### config.mk
export PLATFORM = sky130hd
export DESIGN_NAME = input_flit_buffer_flat
export DESIGN_NICKNAME = d
export VERILOG_FILES = /design/src/rtl/input_flit_buffer_if.sv /design/src/rtl/input_flit_buffer.sv /design/src/flat_wrapper.sv
export SDC_FILE = /design/constraint.sdc
export NUM_CORES = 1
export LEC_CHECK = 0
export CORE_MARGIN = 4
export CORE_UTILIZATION = 40
export DETAILED_ROUTE_END_ITERATION = 16
export PLACE_DENSITY = 0.65
export SLEW_MARGIN = 25
export SYNTH_ARGS = -nofsm -noshare
export SYNTH_HDL_FRONTEND = slang
export SYNTH_SLANG_ARGS = --single-unit
### constraint.sdc
create_clock -name clk -period 3.6 [get_ports clk]
set_input_delay 0.36 -clock clk [delete_from_list [all_inputs] [get_ports clk]]
set_output_delay 0.36 -clock clk [all_outputs]
set_load 0.02 [all_outputs]
### src/rtl/input_flit_buffer_if.sv
// rtl/input_flit_buffer_if.sv - flit push stream in, valid/ready flit stream out
interface input_flit_buffer_if #(
  parameter int FLIT_WIDTH = 32
);
  // Push side: the input register stage writes every cycle and cannot be stalled.
  logic [FLIT_WIDTH-1:0] in_flit;
  logic                  in_valid;
  logic                  in_last;
  // Pop side: the head of the FIFO is offered to the switch/arbiter.
  logic [FLIT_WIDTH-1:0] out_flit;
  logic                  out_last;
  logic                  out_valid;
  logic                  out_ready;

  // Producer and consumer environment of the buffer.
  modport master (
    output in_flit, in_valid, in_last,
    input  out_flit, out_last, out_valid,
    output out_ready
  );

  // The buffer itself.
  modport slave (
    input  in_flit, in_valid, in_last,
    output out_flit, out_last, out_valid,
    input  out_ready
  );
endinterface

### src/rtl/input_flit_buffer.sv
// rtl/input_flit_buffer.sv - elastic input flit FIFO with packet-truncating overflow handling
module input_flit_buffer #(
  parameter int FLIT_WIDTH = 32,
  parameter int DEPTH      = 4
) (
  input  logic                       clk,
  input  logic                       rst_n,
  input_flit_buffer_if.slave         bus,
  output logic [$clog2(DEPTH+1)-1:0] fill,
  output logic                       overflow_err,
  input  logic                       clear_err
);

  localparam int PW = $clog2(DEPTH);
  localparam int FW = $clog2(DEPTH + 1);
  localparam logic [FW-1:0] FULL_LVL = FW'(DEPTH);

  // PASS: flits are stored. DROP: the rest of a packet that lost a flit is discarded.
  typedef enum logic {
    PASS = 1'b0,
    DROP = 1'b1
  } state_t;

  state_t        state;
  logic [PW-1:0] rd_ptr;
  logic [PW-1:0] wr_ptr;

  // Each entry holds {last, flit}; storage is deliberately left unreset.
  logic [FLIT_WIDTH:0] mem [DEPTH];

  logic full;
  logic pop;
  logic push;
  logic overflow;
  logic discard;

  assign full          = (fill == FULL_LVL);
  assign bus.out_valid = (fill != '0);
  assign pop           = bus.out_valid & bus.out_ready;

  // A same-cycle pop frees the slot at full, so the write still fits.
  assign push     = bus.in_valid & (state == PASS) & (~full | pop);
  assign overflow = bus.in_valid & (state == PASS) & full & ~pop;
  // Any flit thrown away, either the overflowing one or a tail-of-packet drop.
  assign discard  = overflow | (bus.in_valid & (state == DROP));

  // Head of queue is presented straight from storage; no bypass from the input.
  assign bus.out_flit = mem[rd_ptr][FLIT_WIDTH-1:0];
  assign bus.out_last = mem[rd_ptr][FLIT_WIDTH];

  // Write accepted flits into the slot addressed by the write pointer.
  always_ff @(posedge clk) begin
    if (push) begin
      mem[wr_ptr] <= {bus.in_last, bus.in_flit};
    end
  end

  // Pointers wrap naturally because DEPTH is a power of two.
  always_ff @(posedge clk or negedge rst_n) begin
    if (!rst_n) begin
      rd_ptr <= '0;
      wr_ptr <= '0;
    end else begin
      if (push) begin
        wr_ptr <= wr_ptr + 1'b1;
      end
      if (pop) begin
        rd_ptr <= rd_ptr + 1'b1;
      end
    end
  end

  // Occupancy tracks push minus pop; simultaneous push and pop cancel out.
  always_ff @(posedge clk or negedge rst_n) begin
    if (!rst_n) begin
      fill <= '0;
    end else begin
      case ({push, pop})
        2'b10:   fill <= fill + 1'b1;
        2'b01:   fill <= fill - 1'b1;
        default: fill <= fill;
      endcase
    end
  end

  // Overflow truncation FSM: a lost non-tail flit drops everything up to the packet tail.
  always_ff @(posedge clk or negedge rst_n) begin
    if (!rst_n) begin
      state <= PASS;
    end else begin
      case (state)
        PASS: begin
          if (overflow && !bus.in_last) begin
            state <= DROP;
          end
        end
        DROP: begin
          if (bus.in_valid && bus.in_last) begin
            state <= PASS;
          end
        end
        default: state <= PASS;
      endcase
    end
  end

  // Sticky discard flag for the fault monitor; a new discard beats a simultaneous clear.
  always_ff @(posedge clk or negedge rst_n) begin
    if (!rst_n) begin
      overflow_err <= 1'b0;
    end else if (discard) begin
      overflow_err <= 1'b1;
    end else if (clear_err) begin
      overflow_err <= 1'b0;
    end
  end

endmodule

### src/flat_wrapper.sv
// flat-port wrapper written by rule: the top's interface ports become plain ports
module input_flit_buffer_flat 
#(
  parameter int FLIT_WIDTH = 32,
  parameter int DEPTH      = 4
)
  (clk, rst_n, fill, overflow_err, clear_err, bus_in_flit, bus_in_valid, bus_in_last, bus_out_flit, bus_out_last, bus_out_valid, bus_out_ready);
  input_flit_buffer_if #(.FLIT_WIDTH(FLIT_WIDTH)) bus_i ();
  input  logic clk;
  input  logic rst_n;
  output logic [$clog2(DEPTH+1)-1:0] fill;
  output logic overflow_err;
  input  logic clear_err;
  input wire logic [$bits(bus_i.in_flit)-1:0] bus_in_flit;
  input wire logic [$bits(bus_i.in_valid)-1:0] bus_in_valid;
  input wire logic [$bits(bus_i.in_last)-1:0] bus_in_last;
  output wire logic [$bits(bus_i.out_flit)-1:0] bus_out_flit;
  output wire logic [$bits(bus_i.out_last)-1:0] bus_out_last;
  output wire logic [$bits(bus_i.out_valid)-1:0] bus_out_valid;
  input wire logic [$bits(bus_i.out_ready)-1:0] bus_out_ready;
  assign bus_i.in_flit = bus_in_flit;
  assign bus_i.in_valid = bus_in_valid;
  assign bus_i.in_last = bus_in_last;
  assign bus_out_flit = bus_i.out_flit;
  assign bus_out_last = bus_i.out_last;
  assign bus_out_valid = bus_i.out_valid;
  assign bus_i.out_ready = bus_out_ready;
  input_flit_buffer #(.FLIT_WIDTH(FLIT_WIDTH), .DEPTH(DEPTH)) u_core (.clk(clk), .rst_n(rst_n), .bus(bus_i), .fill(fill), .overflow_err(overflow_err), .clear_err(clear_err));
endmodule
==> results of run 1 <==
[flip-flops by register name (all words and copies together) (netlist names)]
register and flops:
u_core.wr_ptr 2, u_core.rd_ptr 2, u_core.state 1, u_core.fill 3
u_core.mem 132, u_core.overflow_err 1
[cells by family after synthesis]
family / count (synthesis)
flops: 141
mux: 33
simple gates: 18
buf+inv: 15
compound gates: 11
xor+xnor: 6
fa+ha+maj: 5
[power breakdown]
part	internal, mW	leakage, nW	total [mW]	switching [mW]
sequential	2.16	1.32	2.37	0.213
combinational	0.998	0.691	1.93	0.932
clock	0.877	0.247	1.54	0.659
[layer usage]
layer	GRT usage	vias up	part of all wire	routed length (microns)
li1	-	1138	-	-
met1	0.170	1304	0.44	4150
met2	0.210	74	0.48	4490
met3	0.0517	10	0.064	598
met4	0.0644	2	0.012	113
met5	0	-	0.0014	13
[path summary, 6_finish.rpt]
check	endpoint	slack (ps)	cells past startpoint
setup / recovery	bus_out_flit[20]	700	3
hold / removal	u_core.overflow_err$_DFFE_PN0P_	250	1
setup reg to reg	u_core.mem[2][5]$_DFFE_PP_	1320	4
hold reg to reg	u_core.overflow_err$_DFFE_PN0P_	540	2
max in group asynchronous	u_core.rd_ptr[1]$_DFFE_PN0P_	3030	1
min in group clk	u_core.overflow_err$_DFFE_PN0P_	510	2
[placed cells by master, fill, tap and decap left out, types with 2 or more instances in the layout]
| master | synthesis | layout |
|---|---|---|
| a21oi_1 | 2 | 2 |
| and2_2 | 0 | 4 |
| buf_4 | 3 | 10 |
| clkbuf_16 | 0 | 17 |
| clkdlybuf4s50_1 | 0 | 75 |
| clkinv_1 | 0 | 3 |
| clkinv_2 | 0 | 2 |
| clkinv_4 | 0 | 3 |
| clkinvlp_4 | 0 | 4 |
| dfrtp_1 | 9 | 7 |
| dfrtp_2 | 0 | 2 |
| edfxtp_1 | 132 | 132 |
| ha_1 | 4 | 4 |
| inv_1 | 6 | 6 |
| mux4_2 | 33 | 33 |
| nand2_1 | 6 | 6 |
| nor2_1 | 4 | 4 |
| o21ai_0 | 3 | 3 |
| o221ai_1 | 2 | 2 |
| xnor2_1 | 5 | 5 |
[area by class of cell]
class | count | area, sq um
fillers | 996 | 5950
flip-flops and latches | 141 | 4190
multi-input cells | 73 | 1040
repair buffers | 85 | 826
clock buffers | 18 | 429
well taps | 172 | 215
clock inverters | 14 | 97.6
inverters | 6 | 22.5
[worst reg2reg max path: stages, from the launching register on]
cell and delay (ps):
dfrtp_1 400, nand2b_1 290, nor2_1 400, and2_2 600
buf_4 300
==> impl_results.md, run 1 <==
- Max frequency: 345 MHz
- TritonCTS buffer count: 17
- Outcome: completed
- Finished Layout Cells: approximately 510
- Power Density: between 800 and 900 nW/um^2
- Finished Core Util: 0.534
- Avg Cell Area, Syn: around 23 sq um
- Fin Hold WS: ~250 ps
- Compound-gate portion of the synthesized area: 0.0137
- Die Wd: 123 microns
- Layout cell share with drive strength beyond 1: 0.234
- Max-Cap Viols: 0
- IO Port Bufs: 75
- CP max FO: 16
- Largest family of logic cells by synthesized area: multiplexers
- CTS tree: done
- Post-cts resize count: 0
- CP Buf/Inv Count: 2
- Pre-CTS setup slack: roughly 840 ps
- Starting Density: 0.415
- Dpl cells: ~480
- Synth area leaders: edfxtp_1, mux4_2, dfrtp_1
- CP Data Required Time: ~3200 ps
- Vias/cell: 4.97
- Row count: 41
- VDD IR-drop max: between 0.4 and 0.5 mV
- Crit-path cells: buf_4 -> mux4_2 -> clkdlybuf4s50_1
- Setup Crit Path Kind: flop to primary output
- Synth cell types: 25
- Placed Area: 6300 sq um
- CP max-delay cell: dfrtp_2
- 1st-iter DRT viols: roughly 140
- Xor and xnor area share after synthesis: 0.00992
- Pleak: about 2.3 nW
- Root Driver: clkbuf_16
- Register bit total from synthesis: roughly 140
- Tot Pwr: 5.84 mW
- Initial antenna violation count: 1
- Mapped Area: 5300 sq um
- CP Launch Type: flop
- Leading area contributor after synthesis: edfxtp_1
- Number of global-route vias before repair: between 2,000 and 3,000
- Max-slew headroom: 0.562
- Post-synth top cells: edfxtp_1, mux4_2, dfrtp_1, inv_1, nand2_1
- Clock tree buffer depth: 2
- Design Area, Final: 6820 sq um
- Fin worst setup slack: 703 ps
- Hold crit path type: primary input to async pin
- Tightest Pin Transition: about 660 ps
- Clock Latency Late Sink: a little over 400 ps
- CP Capture Type: primary output
- Leading register cell type out of synthesis: edfxtp_1
- Clock Skews: just over 4 ps
- Ys Warns: 0
- Drt pass-1 iters: 4
- Worst path max stage delay: approximately 710 ps
- Setup bufs post-CTS: 0
- Clock transition at path regs: about 60 ps
- DRT Wirelength: between 9000 and 10,000 microns
- Fin crit period: 2900 ps
- Final ANT Viol Nets: 0
- All-Layer GR Usage: 0.136
- Crit path DAT: 2540 ps
- CP startpoint: u_core.rd_ptr[0]$_DFFE_PN0P_
- EDFF count, synth: 132
- Synth Area in Simple Gates: 0.0184
- GRT overflow: 0
- Hold_buf cts: 0
- Slew Limit Fails: 0
- Post-DR wirelength/cell: approximately 18 microns
- CTS Sinks: approximately 140
- N_diodes: 0
- Fin crit share: 0.805
- Total number of vias: roughly 2,500
- Ports: 76
- Area growth from synthesis to layout: 28.8%
- Post-synthesis async set-or-reset flop share: 0.0638
- Most numerous cell in the Yosys netlist: edfxtp_1
- H-Tree Level Count: 4
- Seq/Total Area, Yosys: 0.791
- Synthesized net count: ~270
- Core area: around 13,000 sq um
- Routability Congestion: about 0.73
- Setup TNS: 0 ps
- Nets@finish: between 300 and 400
- Die Span Y: 123 microns
- DIE AREA: about 15,000 sq um
- First-pass GRT wire length: between 10,000 and 15,000 microns
- Hold Fails Final Rpt: 0
- HPWL after DPL: slightly below 6000 microns
- Synth Area in Adders: 0.0132
- Endpoints failing setup: 0
- Share of the synthesized area in the top cell type: 0.748
- RSZ-0062 raised after global routing: no
- DRC violations left: 0
- Mux contribution to synthesized area: 0.140
- Family with the most delay on the worst path: buffers and inverters
- Synthesized instance count: 229
- R2r startpoint: u_core.state$_DFF_PN0_
- Maximum number of pins on one net before global-route repair: 30
Power figures use the tool's default switching activity.
==> run 2, diff against run 1 <==
clock period = 2.9 ns   (was 3.6 ns; I/O delays follow)
==> impl_results.md, run 2 (same netlist as run 1, synthesis figures left out) <==
- Area of the multi-input gates: 1040 sq um (unchanged)
- Crit-path cells: buf_12 -> mux4_2 -> clkdlybuf4s50_1
- VDD IR-drop max: 0.382 mV (-7.6%)
- Number of global-route vias before repair: 2,807 (+3.2%)
- DIE AREA: 15,100 sq um (unchanged)
- Fin crit share: 0.917
- Clock Latency Late Sink: 410 ps (about the same)
- Crit path DAT: 2370 ps (-170 ps)
- R2r startpoint: u_core.state$_DFF_PN0_
- Hold crit path type: primary input to async pin
- TritonCTS buffer count: 17 (unchanged)
- Clock transition at path regs: 60 ps (about the same)
- Slew Limit Fails: 0 (unchanged)
- Power Density: 1070 nW/um^2 (+25%)
- Family with the most delay on the worst path: buffers and inverters
- Most frequent cells in the layout: edfxtp_1, clkdlybuf4s50_1, mux4_2, clkbuf_16, buf_4
- Routability Congestion: 0.706 (-3.2%)
- Int Pwr: 5.15 mW (+27%)
- Max-Cap Viols: 0 (unchanged)
- IO Port Bufs: 75 (unchanged)
- CTS tree: done
- Die Wd: 123 microns (unchanged)
- Tightest Pin Transition: 436 ps (-222 ps)
- Ports: 76 (unchanged)
- Sequential share of power: 0.393 (-0.014)
- Psw: 2.24 mW (+24%)
- DRC violations left: 0 (unchanged)
- All-Layer GR Usage: 0.138 (+0.00282)
- Final ANT Viol Nets: 0 (unchanged)
- Vias/cell: 5.01 (+0.87%)
- Fin Hold WS: 188 ps (-64.4 ps)
- Area growth from synthesis to layout: 30.2%
- Root Driver: clkbuf_16
- Clk network pwr share: 0.267 (+0.004)
- Worst path max stage delay: 620 ps (-90 ps)
- Setup TNS: 0 ps (unchanged)
- Max reg flops: 132 (unchanged)
- GRT overflow: 0 (unchanged)
- Core area: 12,800 sq um (unchanged)
- Commonest non-fill, non-tap cell in the layout: edfxtp_1
- Total number of vias: 2,555 (+1.1%)
- Top reg by flops: u_core.mem
- CP startpoint: u_core.rd_ptr[0]$_DFFE_PN0P_
- Switching power share of the total: 0.303 (-0.00587)
- Post-DR wirelength/cell: 19.0 microns (+3.1%)
- Setup Crit Path Kind: flop to primary output
- Max-slew headroom: 0.709 (+0.147)
- Worst R2R Path Depth: 4 (unchanged)
- Die Span Y: 123 microns (unchanged)
- Maximum number of pins on one net before global-route repair: 29 (-3.3%)
- Storage cell area: 4190 sq um (about the same)
- HPWL after DPL: 6100 microns (+5.2%)
- Outcome: completed
- Max frequency: 376 MHz
- CP max-delay cell: dfrtp_4
- Hold Fails Final Rpt: 0 (unchanged)
- CP Capture Type: primary output
- Endpoints failing setup: 0 (unchanged)
- CP max FO: 16 (unchanged)
- WP depth: 3 (unchanged)
- Largest regs: u_core.mem x132, u_core.fill x3
- CP Data Required Time: 2610 ps (-630 ps)
- DRT Wirelength: 9680 microns (+3.3%)
- Drt pass-1 iters: 4 (unchanged)
- N_diodes: 0 (unchanged)
- Clock tree buffer depth: 2 (unchanged)
- Comb pwr share: 0.340 (+0.010)
- H-Tree Level Count: 4 (unchanged)
- Fin crit period: about 2700 ps
- Clock Skews: 13.4 ps (+9.33 ps)
- Starting Density: 0.415 (unchanged)
- Initial antenna violation count: 1 (unchanged)
- Nets@finish: 368 (+0.27%)
- Crit path to: bus_out_flit[14]
- Layout cell share with drive strength beyond 1: 0.243 (+0.00818)
- Pleak: 2.27 nW (+0.86%)
- Hold_buf cts: 0 (unchanged)
- CP Buf/Inv Count: 2 (unchanged)
- Fillers: 997 (+0.10%)
- R2r setup slk: 890 ps (-430 ps)
- Row count: 41 (unchanged)
- RSZ-0062 raised after global routing: no
- First-pass GRT wire length: 15,200 microns (+3.6%)
- CP Launch Type: flop
- R2r endpoint: u_core.mem[3][3]$_DFFE_PP_
- 1st-iter DRT viols: 179 (+25%)
- CTS Sinks: 141 (unchanged)
run 2: worst min path at each step:
stage                                      endpoint  cells after the start
finish              u_core.overflow_err$_DFFE_PN0P_                      1
global route        u_core.overflow_err$_DFFE_PN0P_                      1
global placement    u_core.overflow_err$_DFFE_PN0P_                      2
CTS                 u_core.overflow_err$_DFFE_PN0P_                      1
floorplan                u_core.fill[0]$_DFFE_PN0P_                      0
detailed placement  u_core.overflow_err$_DFFE_PN0P_                      2
run 2: area by class of cell:
| class | instances | share of cell area |
|---|---|---|
| well taps | 172 | 0.0312 |
| clock buffers | 18 | 0.0622 |
| clock inverters | 14 | 0.0178 |
| repair buffers | 86 | 0.126 |
| inverters | 6 | 0.00327 |
| flip-flops and latches | 141 | 0.608 |
| multi-input cells | 73 | 0.151 |
run 2: repair_timing:
| item | 4_1_cts | 5_1_grt |
|---|---|---|
| endpoints found under the setup margin | 0 | 1 |
| gates resized for setup | 0 | 1 |
| setup buffers | 0 | 0 |
run 2: power by group through the flow:
stage | Combinational (mW) | Clock, mW | Sequential [mW]
finish | 2.51 | 1.97 | 2.90
detailed placement | 2.56 | 0 | 2.95
floorplan | 1.52 | 0 | 2.85
global placement | 2.53 | 0 | 2.93
global route | 2.68 | 2.13 | 2.95
CTS | 2.57 | 2.02 | 2.91
run 2: stage by stage:
step                power [mW]  area, sq um   util  cells  setup slack, ps
floorplan                 4.37         5300      -    229              670
global placement          5.46         6340  0.496    478              494
detailed placement        5.51         6340  0.496    478              506
CTS                       7.49         6890  0.540    510             60.5
global route              7.76         6900  0.540    510              124
finish                    7.38         6900  0.540    510              240
run 2: worst reg2reg max path, delay by kind of cell, from the launching register on:
family	cells	cell delay (ps)
flip-flops	1	400
AND/OR/NAND/NOR	3	1080
buffers and inverters	1	230
run 2: metal layers:
metal  track usage  share of wire  up-vias
met1         0.182           0.45     1335
met4        0.0436         0.0054        2
met3        0.0517          0.058        6
met5             0         0.0013        -
li1              -              -     1139
met2         0.216           0.49       73
==> run 3, diff against run 2 <==
CELL_PAD_IN_SITES_DETAIL_PLACEMENT = 1   (was unset)
CELL_PAD_IN_SITES_GLOBAL_PLACEMENT = 2   (was unset)
PLACE_DENSITY = 0.79   (was 0.65)
==> impl_results.md, run 3 (same netlist as run 1, synthesis figures left out) <==
- Max-slew headroom: 0.565 (-0.143)
- Endpoints failing setup: 0 (unchanged)
- Crit-path cells: buf_4 -> mux4_2 -> clkdlybuf4s50_1
- Total number of vias: 2,517 (-1.5%)
- DRC violations left: 0 (unchanged)
- CP Capture Type: primary output
- Most frequent cells in the layout: edfxtp_1, clkdlybuf4s50_1, mux4_2, clkbuf_16, dfrtp_1
- Hold_buf cts: 0 (unchanged)
- Clock Latency Late Sink: 410 ps (about the same)
- Crit path DAT: 2450 ps (+80 ps)
- Fin crit share: 0.946 (+0.0288)
- CP max FO: 25 (+9)
- Largest regs: u_core.mem x132, u_core.fill x3
- Worst path max stage delay: 780 ps (+160 ps)
- Finished Core Util: 0.541 (+0.000979)
- CP Data Required Time: 2610 ps (about the same)
- CP Launch Type: flop
- Initial antenna violation count: 0 (-1)
- Routability Congestion: 0.696 (-1.4%)
- CP max-delay cell: dfrtp_2
- R2r setup slk: 840 ps (-50 ps)
- Root Driver: clkbuf_16
- Max reg flops: 132 (unchanged)
- Hold Fails Final Rpt: 0 (unchanged)
- Row count: 41 (unchanged)
- Switching power share of the total: 0.292 (-0.0105)
- Layout cell share with drive strength beyond 1: 0.218 (-0.0251)
- Tot Pwr: 7.50 mW (+1.7%)
- TritonCTS buffer count: 17 (unchanged)
- Comb pwr share: 0.333 (-0.007)
- R2r endpoint: u_core.mem[0][31]$_DFFE_PP_
- All-Layer GR Usage: 0.150 (+0.0114)
- GRT overflow: 0 (unchanged)
- IO Port Bufs: 75 (unchanged)
- H-Tree Level Count: 4 (unchanged)
- RSZ-0062 raised after global routing: no
- Design Area, Final: 6910 sq um (+0.18%)
- Crit path to: bus_out_flit[3]
- DRT Wirelength: 10,100 microns (+4.4%)
- Clock tree buffer depth: 2 (unchanged)
- CP startpoint: u_core.rd_ptr[1]$_DFFE_PN0P_
- Die Span Y: 123 microns (unchanged)
- Number of global-route vias before repair: 2,814 (+0.25%)
- Nets@finish: 364 (-1.1%)
- Setup Crit Path Kind: flop to primary output
- Pleak: 2.28 nW (+0.30%)
- Setup bufs post-CTS: 0 (unchanged)
- Outcome: completed
- N_diodes: 0 (unchanged)
- Fin crit period: 2740 ps (+83.6 ps)
- Hold crit path type: primary input to async pin
- Clk network pwr share: 0.274 (+0.007)
- Slew Limit Fails: 0 (unchanged)
- Int Pwr: 5.31 mW (+3.2%)
- Tightest Pin Transition: 652 ps (+216 ps)
- Clock Skews: 5.66 ps (-7.75 ps)
- Top reg by flops: u_core.mem
- VDD IR-drop max: 0.508 mV (+33%)
- Final ANT Viol Nets: 0 (unchanged)
- DIE AREA: 15,100 sq um (unchanged)
- Maximum number of pins on one net before global-route repair: 29 (unchanged)
- Die Wd: 123 microns (unchanged)
- Placed Area: 6350 sq um (+0.12%)
- Area growth from synthesis to layout: 30.4%
- Setup TNS: 0 ps (unchanged)
- Max frequency: 365 MHz (-3.0%)
- R2r startpoint: u_core.state$_DFF_PN0_
- Psw: 2.19 mW (-1.9%)
- Worst R2R Path Depth: 4 (unchanged)
- Power Density: 1090 nW/um^2 (+1.5%)
- Ports: 76 (unchanged)
- Sequential share of power: 0.393 (about the same)
- CTS tree: done
- Commonest non-fill, non-tap cell in the layout: edfxtp_1
- HPWL after DPL: 6450 microns (+5.7%)
- Clock transition at path regs: 50 ps (about the same)
- Post-cts resize count: 0 (unchanged)
- Starting Density: 0.415 (unchanged)
- Post-DR wirelength/cell: 20.1 microns (+5.9%)
- Max-Cap Viols: 0 (unchanged)
- 1st-iter DRT viols: 206 (+15%)
- Vias/cell: 5.00 (-0.12%)
- First-pass GRT wire length: 16,000 microns (+5.4%)
- CTS Sinks: 141 (unchanged)
- Drt pass-1 iters: 4 (unchanged)
- Core area: 12,800 sq um (unchanged)
run 3: worst min-delay path by stage:
stage | start | cells past startpoint | endpoint | slack (ps)
global placement | u_core.overflow_err$_DFFE_PN0P_ | 2 | u_core.overflow_err$_DFFE_PN0P_ | 520
finish | rst_n | 1 | u_core.wr_ptr[0]$_DFFE_PN0P_ | 200
CTS | rst_n | 1 | u_core.wr_ptr[0]$_DFFE_PN0P_ | 190
floorplan | rst_n | 0 | u_core.fill[0]$_DFFE_PN0P_ | -6
global route | rst_n | 1 | u_core.wr_ptr[0]$_DFFE_PN0P_ | 200
detailed placement | u_core.overflow_err$_DFFE_PN0P_ | 2 | u_core.overflow_err$_DFFE_PN0P_ | 530
run 3: per-layer routing:
layer,routed length (microns),track usage
met5,0,0
met4,74,0.0498
met3,525,0.0590
met2,5300,0.246
met1,4200,0.183
run 3: critical path, delay by kind of cell, from the launching register on:
kind | cells | cell delay, ps
buffers and inverters | 2 | 880
DFF | 1 | 780
muxes | 1 | 360
run 3: area by class of cell:
type | instances | area, sq um
clock buffers | 20 | 437
clock inverters | 9 | 123
multi-input cells | 73 | 1040
inverters | 6 | 22.5
fillers | 1109 | 5870
repair buffers | 82 | 878
well taps | 172 | 215
flip-flops and latches | 141 | 4190
run 3: through the flow:
step	cells	hold WS, ps	setup WS [ps]
final	503	197	157
after global routing	503	197	70.6
after CTS	503	187	101
after detailed placement	474	532	482
after global placement	474	517	557
after floorplan	229	-5.59	670
run 3: power by group through the flow:
| stage | clock (mW) | sequential (mW) | combinational, mW |
|---|---|---|---|
| floorplan | 0 | 2.85 | 1.52 |
| finish | 2.06 | 2.95 | 2.50 |
| global placement | 0 | 2.96 | 2.52 |
| CTS | 2.11 | 2.96 | 2.57 |
| global route | 2.22 | 3.00 | 2.69 |
| detailed placement | 0 | 2.99 | 2.55 |
